## src/rtl/top_level_pkg.sv

```systemverilog
// Shared definitions for the LFSR message-encryption engine.
//   - state_t     : control FSM states
//   - ADDR_*      : fixed parameter locations in the data memory
//   - OUT_BASE    : first byte of the encrypted output area
//   - FRAME_LEN   : output frame length in bytes
//   - lfsr_next() : one LFSR step (result is 7 bits wide, bit 7 cleared)
package top_level_pkg;

  typedef enum logic [2:0] {
    ST_IDLE,
    ST_LD_PRE,
    ST_LD_TAP,
    ST_LD_SEED,
    ST_RD,
    ST_WR,
    ST_DONE
  } state_t;

  localparam logic [7:0] ADDR_PRE  = 8'd61;
  localparam logic [7:0] ADDR_TAP  = 8'd62;
  localparam logic [7:0] ADDR_SEED = 8'd63;
  localparam logic [7:0] OUT_BASE  = 8'd64;
  localparam int         FRAME_LEN = 64;

  // Shift left by one, dropping bits 7:6, and insert the tap parity at bit 0.
  function automatic logic [7:0] lfsr_next(input logic [7:0] cur, input logic [7:0] taps);
    return {1'b0, cur[5:0], ^(cur & taps)};
  endfunction

endpackage

```

## src/rtl/top_level_data_mem.sv

```systemverilog
// 256x8 data memory with a single address port.
//   clk     : write clock
//   wr_en   : synchronous write enable
//   addr    : shared read/write address
//   wr_data : write data
//   rd_data : combinational read data
// The array is intentionally never reset; contents survive engine resets.
module data_mem (
  input  logic       clk,
  input  logic       wr_en,
  input  logic [7:0] addr,
  input  logic [7:0] wr_data,
  output logic [7:0] rd_data
);

  logic [7:0] core [0:255];

  always_ff @(posedge clk) begin
    if (wr_en) core[addr] <= wr_data;
  end

  assign rd_data = core[addr];

endmodule

```

## src/rtl/top_level.sv

```systemverilog
// LFSR message-encryption engine.
// On a low req it loads preamble length, tap mask and seed from memory, then
// for each of 64 frame positions reads one (space-padded) message byte and
// writes it XORed with the LFSR state to the output area. ack rises when the
// frame is complete and stays high until req returns high.
//   clk  : system clock
//   init : asynchronous active-low reset
//   req  : start request, active-low
//   ack  : registered done flag
module top_level
  import top_level_pkg::*;
(
  input  logic clk,
  input  logic init,
  input  logic req,
  output logic ack
);

  state_t     r_state;
  logic [7:0] r_pre;
  logic [7:0] r_taps;
  logic [7:0] r_lfsr;
  logic [7:0] r_ch;
  logic [5:0] r_i;
  logic       r_ack;

  logic [7:0] w_addr;
  logic [7:0] w_rd_data;
  logic [7:0] w_wr_data;
  logic       w_wr_en;
  logic [7:0] w_i8;
  logic       w_in_msg;

  assign w_i8      = {2'b00, r_i};
  // Positions before the preamble end are padding (offset space = 0).
  assign w_in_msg  = (w_i8 >= r_pre);
  assign w_wr_data = (r_ch ^ r_lfsr) & 8'h7F;

  // Single memory port: the FSM state selects what the address means.
  always_comb begin
    w_addr  = 8'd0;
    w_wr_en = 1'b0;
    case (r_state)
      ST_LD_PRE:  w_addr = ADDR_PRE;
      ST_LD_TAP:  w_addr = ADDR_TAP;
      ST_LD_SEED: w_addr = ADDR_SEED;
      ST_RD:      w_addr = w_i8 - r_pre;
      ST_WR: begin
        w_addr  = OUT_BASE + w_i8;
        w_wr_en = 1'b1;
      end
      default:    w_addr = 8'd0;
    endcase
  end

  data_mem DM (
    .clk     (clk),
    .wr_en   (w_wr_en),
    .addr    (w_addr),
    .wr_data (w_wr_data),
    .rd_data (w_rd_data)
  );

  always_ff @(posedge clk or negedge init) begin
    if (!init) begin
      r_state <= ST_IDLE;
      r_ack   <= 1'b0;
      r_i     <= '0;
      r_lfsr  <= '0;
      r_pre   <= '0;
      r_taps  <= '0;
      r_ch    <= '0;
    end else begin
      case (r_state)
        ST_IDLE: begin
          r_ack <= 1'b0;
          if (!req) r_state <= ST_LD_PRE;
        end
        ST_LD_PRE: begin
          r_pre   <= w_rd_data;
          r_i     <= '0;
          r_state <= ST_LD_TAP;
        end
        ST_LD_TAP: begin
          r_taps  <= w_rd_data;
          r_i     <= '0;
          r_state <= ST_LD_SEED;
        end
        ST_LD_SEED: begin
          r_lfsr  <= w_rd_data;  // full 8-bit seed; bit 7 drops out after one step
          r_i     <= '0;
          r_state <= ST_RD;
        end
        ST_RD: begin
          r_ch    <= w_in_msg ? w_rd_data : 8'd0;
          r_state <= ST_WR;
        end
        ST_WR: begin
          r_lfsr <= lfsr_next(r_lfsr, r_taps);
          r_i    <= r_i + 6'd1;
          if (r_i == 6'(FRAME_LEN - 1)) begin
            r_state <= ST_DONE;
            r_ack   <= 1'b1;
          end else begin
            r_state <= ST_RD;
          end
        end
        ST_DONE: begin
          if (req) begin
            r_state <= ST_IDLE;
            r_ack   <= 1'b0;
          end
        end
        default: begin
          r_state <= ST_IDLE;
          r_ack   <= 1'b0;
        end
      endcase
    end
  end

  assign ack = r_ack;

endmodule

```

## config.mk

```make
export PLATFORM = sky130hd
export DESIGN_NAME = top_level
export DESIGN_NICKNAME = d
export VERILOG_FILES = /design/src/rtl/top_level_pkg.sv /design/src/rtl/top_level_data_mem.sv /design/src/rtl/top_level.sv
export SDC_FILE = /design/constraint.sdc
export NUM_CORES = 1
export LEC_CHECK = 0
export CORE_AREA = 3 3 40 42
export CTS_CLUSTER_DIAMETER = 100
export CTS_CLUSTER_SIZE = 16
export DETAILED_ROUTE_END_ITERATION = 10
export DIE_AREA = 0 0 43 45
export MAX_ROUTING_LAYER = met4
export SLEW_MARGIN = 10
export SYNTH_ARGS = -nofsm -noshare
export SYNTH_HDL_FRONTEND = slang
export SYNTH_SLANG_ARGS = --single-unit
```

## constraint.sdc

```tcl
create_clock -name clk -period 1.4 [get_ports clk]
set_input_delay 0.28 -clock clk [delete_from_list [all_inputs] [get_ports clk]]
set_output_delay 0.28 -clock clk [all_outputs]
set_load 0.05 [all_outputs]
```

Word-level counts from Yosys, hierarchy flattened
Cells that the tools add are included.
{"block": "totals", "regBits": 10, "in_bits": 3, "out_inout_bits": 1}
{"block": "classes", "addsub": 1, "eq_ne": 10, "n_mux": 8, "bitwise_logic": 1, "reduce_logical": 6}
{"operator": "$pmux 3 s7", "count": 1}
{"operator": "$pmux 6 s2", "count": 1}
{"operator": "$eq 3x3->1 const B", "count": 3}
{"operator": "$add 6x1->6 const B", "count": 1}
{"operator": "$eq 3x2->1 const B", "count": 2}
{"operator": "$eq 6x6->1 const B", "count": 1}
{"operator": "$mux 3", "count": 2}
{"operator": "$ne 2x2->1 const B", "count": 3}
{"operator": "$reduce_or 4->1", "count": 1}
{"operator": "$eq 3x1->1 const B", "count": 1}
{"operator": "$logic_not 3->1", "count": 1}
{"operator": "$pmux 1 s3", "count": 1}
{"operator": "$reduce_and 3->1", "count": 1}
{"operator": "$reduce_or 3->1", "count": 1}
{"operator": "$mux 1", "count": 2}
{"operator": "$mux 2", "count": 1}
{"operator": "$reduce_and 2->1", "count": 1}
{"operator": "$reduce_bool 2->1", "count": 1}
{"operator": "$not 1->1", "count": 1}

Depth between registers and ports, before layout
{"block": "logic_depth", "ltp_word": 4, "depth_mapped": 4}

Least setup slack after synthesis
OpenSTA, ideal clock, no wires.
{"block": "synth_path", "kind": "reg2reg", "from": "reg r_i[0]", "to": "reg r_ack, in the netlist ack", "setup_time_ns": 0.101, "t_arrival_ns": 1.081, "t_required_ns": 1.299, "path_slack_ns": 0.218, "stages_incl_launch_ff": 5, "path_buffers": 0, "cell_sequence": "dfrtp_1 ha_1 and3_1 a41oi_1 nor4_1"}
{"block": "synth_between", "elab_chain_len": 3}
{"element": "from (decl)", "line": "top_level.sv:24", "rtl": "logic [5:0] r_i;"}
{"element": "from (signal assigned)", "line": "top_level.sv:100", "rtl": "r_i <= r_i + 6'd1;"}
{"element": "$eq 6x6->1", "line": "top_level.sv:101", "rtl": "if (r_i == 6'(FRAME_LEN - 1)) begin"}
{"element": "$ne 2x2->1 (no source line)"}
{"element": "$reduce_and 3->1 (no source line)"}
{"element": "to (signal assigned)", "line": "top_level.sv:103", "rtl": "r_ack <= 1'b1;"}
{"element": "to (signal assigned)", "line": "top_level.sv:111", "rtl": "r_ack <= 1'b0;"}
{"element": "to (signal assigned)", "line": "top_level.sv:116", "rtl": "r_ack <= 1'b0;"}
{"element": "to (decl)", "line": "top_level.sv:25", "rtl": "logic r_ack;"}
Every way passes these cells.
A chain may end at the register's enable or synchronous reset.

Final worst setup path
Same ends and word-level chain as after synthesis.

==> out/qor.yml <==
arrival_ps: 1440
instances_no_fill: 83
vias: 485
grt_antenna_before_repair: 0
grt_pass1_wl_um: 1940
tns_ps: 0
syn_nets: 65
cts_tree: "yes"
wirelength_um: 1130
h-tree-depth: 1
fmax_mhz: 792
cp-start-kind: "flip-flop"
grt_remaining_overflow: 0
drtAntennaViolNets: 0
worstSetupEndpointType: "flip-flop"
grt_start_max_net_pins: 13
hold_viol: 0
synth_compound_area_frac: 0.277
drcViolationCount: 0
path_cells: "ha_2, and3_1, a41oi_1, nor4_1"
dieArea_sq_mm: 0.00194
placed_cells: 79
clkPwrFrac: 0.241
timing.rr.end: "ack"
synthesis.area_sq_um: 573
switchingPower_uw: 431
hpwlAfterDp_um: 773
fp.coreArea_sq_mm: 0.00128
die_y_um: 45
start_util: 0.446
worstReg2RegStart: "r_i[0]"
place_congestion: 0.697
leakagePower_nw: 0.286
num_io_pins: 4
slew_headroom: 0.782
drt_iter0_drc: 12
max_stage_delay_ps: 400
cpMaxStageDelayCell: "dfrtp_1"
post-route-min-period_ps: 1260
fin_nets: 73
post_drt_wl_per_cell_um: 13.6
worst_r2r_path_depth: 4
root_buffer: "clkbuf_4"
synthToLayoutAreaGrowth_pct: 19.0
drive_gt1_frac: 0.206
syn_area_per_cell_sq_um: 9.39
firstDrtPassIters: 4
crit_required_ps: 1580
cpLargestDelayFamily: "simple AND/OR/NAND/NOR gates"
row_count: 13
post_cts.repair.setup_buffers: 0
crit_path_max_fanout: 4
setup_violations: 0
power_density_mw_per_mm2: 1660
synthAdderAreaFrac: 0.0218
power.internal_uw: 701
drv_cap: 0
fin_worst_skew_ps: 4.70
rsz0062_at_grt: "false"
path_clk_slew_ps: 70
synth-xor-area-share: 0
yosysSeqAreaShare: 0.437
die_x_um: 43
p_sw_frac: 0.381
via_per_inst: 5.84
cts_hold_buf: 0
cts_sinks: 10
synth_cell_types: 30
cts_made_buffers: 3
slew_viol_final: 0
worstSetupPathType: "flip-flop to flip-flop"
status: "finished clean"
clock_latency_ps: 270
worstMarginPinSlew_ps: 327
synth_top_family_by_area: "compound AO/OA/AOI/OAI gates"
combPwrFrac: 0.341
grt_pass1_vias: 430
crit_buf_inv: 0
pre_cts_ws_ps: 90.4
fin_crit_sh: 0.902
muxShareOfSynthArea: 0.0371
yosys.area_share.simple: 0.175
ys_ff_latch: 10
cts_buffer_depth: 2
power_frac_seq: 0.418
grt_use_total: 0.145
r2r_slack_ps: 140
n_antenna_cell: 0
hold_class: "input port to async pin"
netlist_instances: 61
ys_warn_count: 0
ir_worst_vdd_uv: 727
io_buffers: 3
whs_ps: 295
setup_slack_ps: 138
stage by stage:
step,instance area [sq um],total power [mW],util
2_1_floorplan,573,0.737,-
3_3_place_gp,643,0.862,0.500
3_5_place_dp,643,0.853,0.500
4_1_cts,679,1.13,0.529
5_1_grt,682,1.23,0.531
6_report,682,1.13,0.531
Yosys cell counts, drive strengths merged:
cell     n  area share
dfrtp   10        0.44
o21ai    8       0.070
nand2    6       0.044
nand3    5       0.044
buf      4       0.039
nand2b   3       0.033
a211oi   2       0.026
a21oi    2       0.017
o211ai   2       0.026
o31a     2       0.031
a21o     1       0.013
a31o     1       0.015
a31oi    1       0.011
a41oi    1       0.015
and3     1       0.011
clkbuf   1      0.0065
ha       1       0.022
inv      1      0.0065
mux2     1       0.020
mux2i    1       0.017
nor2b    1       0.011
nor3     1      0.0087
nor3b    1       0.013
nor4     1       0.011
o211a    1       0.017
o311ai   1       0.015
o41a     1       0.020
power by group through the flow:
stage	clock network, mW	registers [mW]	logic (mW)
CTS	0.283	0.470	0.379
global placement	0	0.480	0.382
finish	0.273	0.473	0.386
floorplan	0	0.399	0.338
detailed placement	0	0.477	0.376
global route	0.293	0.496	0.436
cell usage in the layout, fill, tap and decap left out, drive strengths merged:
cell type	count
a211oi	2
a21o	1
a21oi	2
a31o	1
a31oi	1
a41oi	1
and3	1
buf	6
clkbuf	4
clkdlybuf4s50	2
dfrtp	10
ha	1
inv	1
mux2	1
mux2i	1
nand2	6
nand2b	3
nand3	5
nor2b	1
nor3	1
nor3b	1
nor4	1
o211a	1
o211ai	2
o21ai	8
o311ai	1
o31a	2
o41a	1
layer usage:
metal	vias up	wire length (um)	global-route usage
met2	11	516	0.210
met4	0	26	0.127
li1	247	-	-
met3	4	44	0.0239
met5	-	0	-
met1	223	542	0.174
layout make-up:
cell class | count | area (sq um)
Fill cell | 115 | 603
Multi-Input combinational cell | 45 | 295
Sequential cell | 10 | 250
Timing Repair Buffer | 8 | 77.6
Clock buffer | 4 | 36.3
Tap cell | 15 | 18.8
Inverter | 1 | 3.75
cell families after synthesis:
| family | count (synthesis) |
|---|---|
| mux | 2 |
| buf+inv | 6 |
| simple gates | 19 |
| compound gates | 23 |
| fa+ha+maj | 1 |
| flops | 10 |
sequential cells by signal, indices dropped and copies added, names as in the netlist:
signal,count
r_state,3
r_i,6
ack,1
what timing repair did:
action,4_1_cts,5_1_grt
gates resized for setup,0,1
hold endpoints to repair,0,0
endpoints found under the setup margin,0,1
how the worst max path moves through the flow:
| stage | start | end | cells after the start |
|---|---|---|---|
| global placement | req | ack | 3 |
| detailed placement | req | ack | 3 |
| CTS | r_i[0] | ack | 4 |
| floorplan | r_i[0] | ack | 4 |
| finish | r_i[0] | ack | 4 |
| global route | r_i[0] | ack | 4 |
Power figures use the tool's default switching activity.
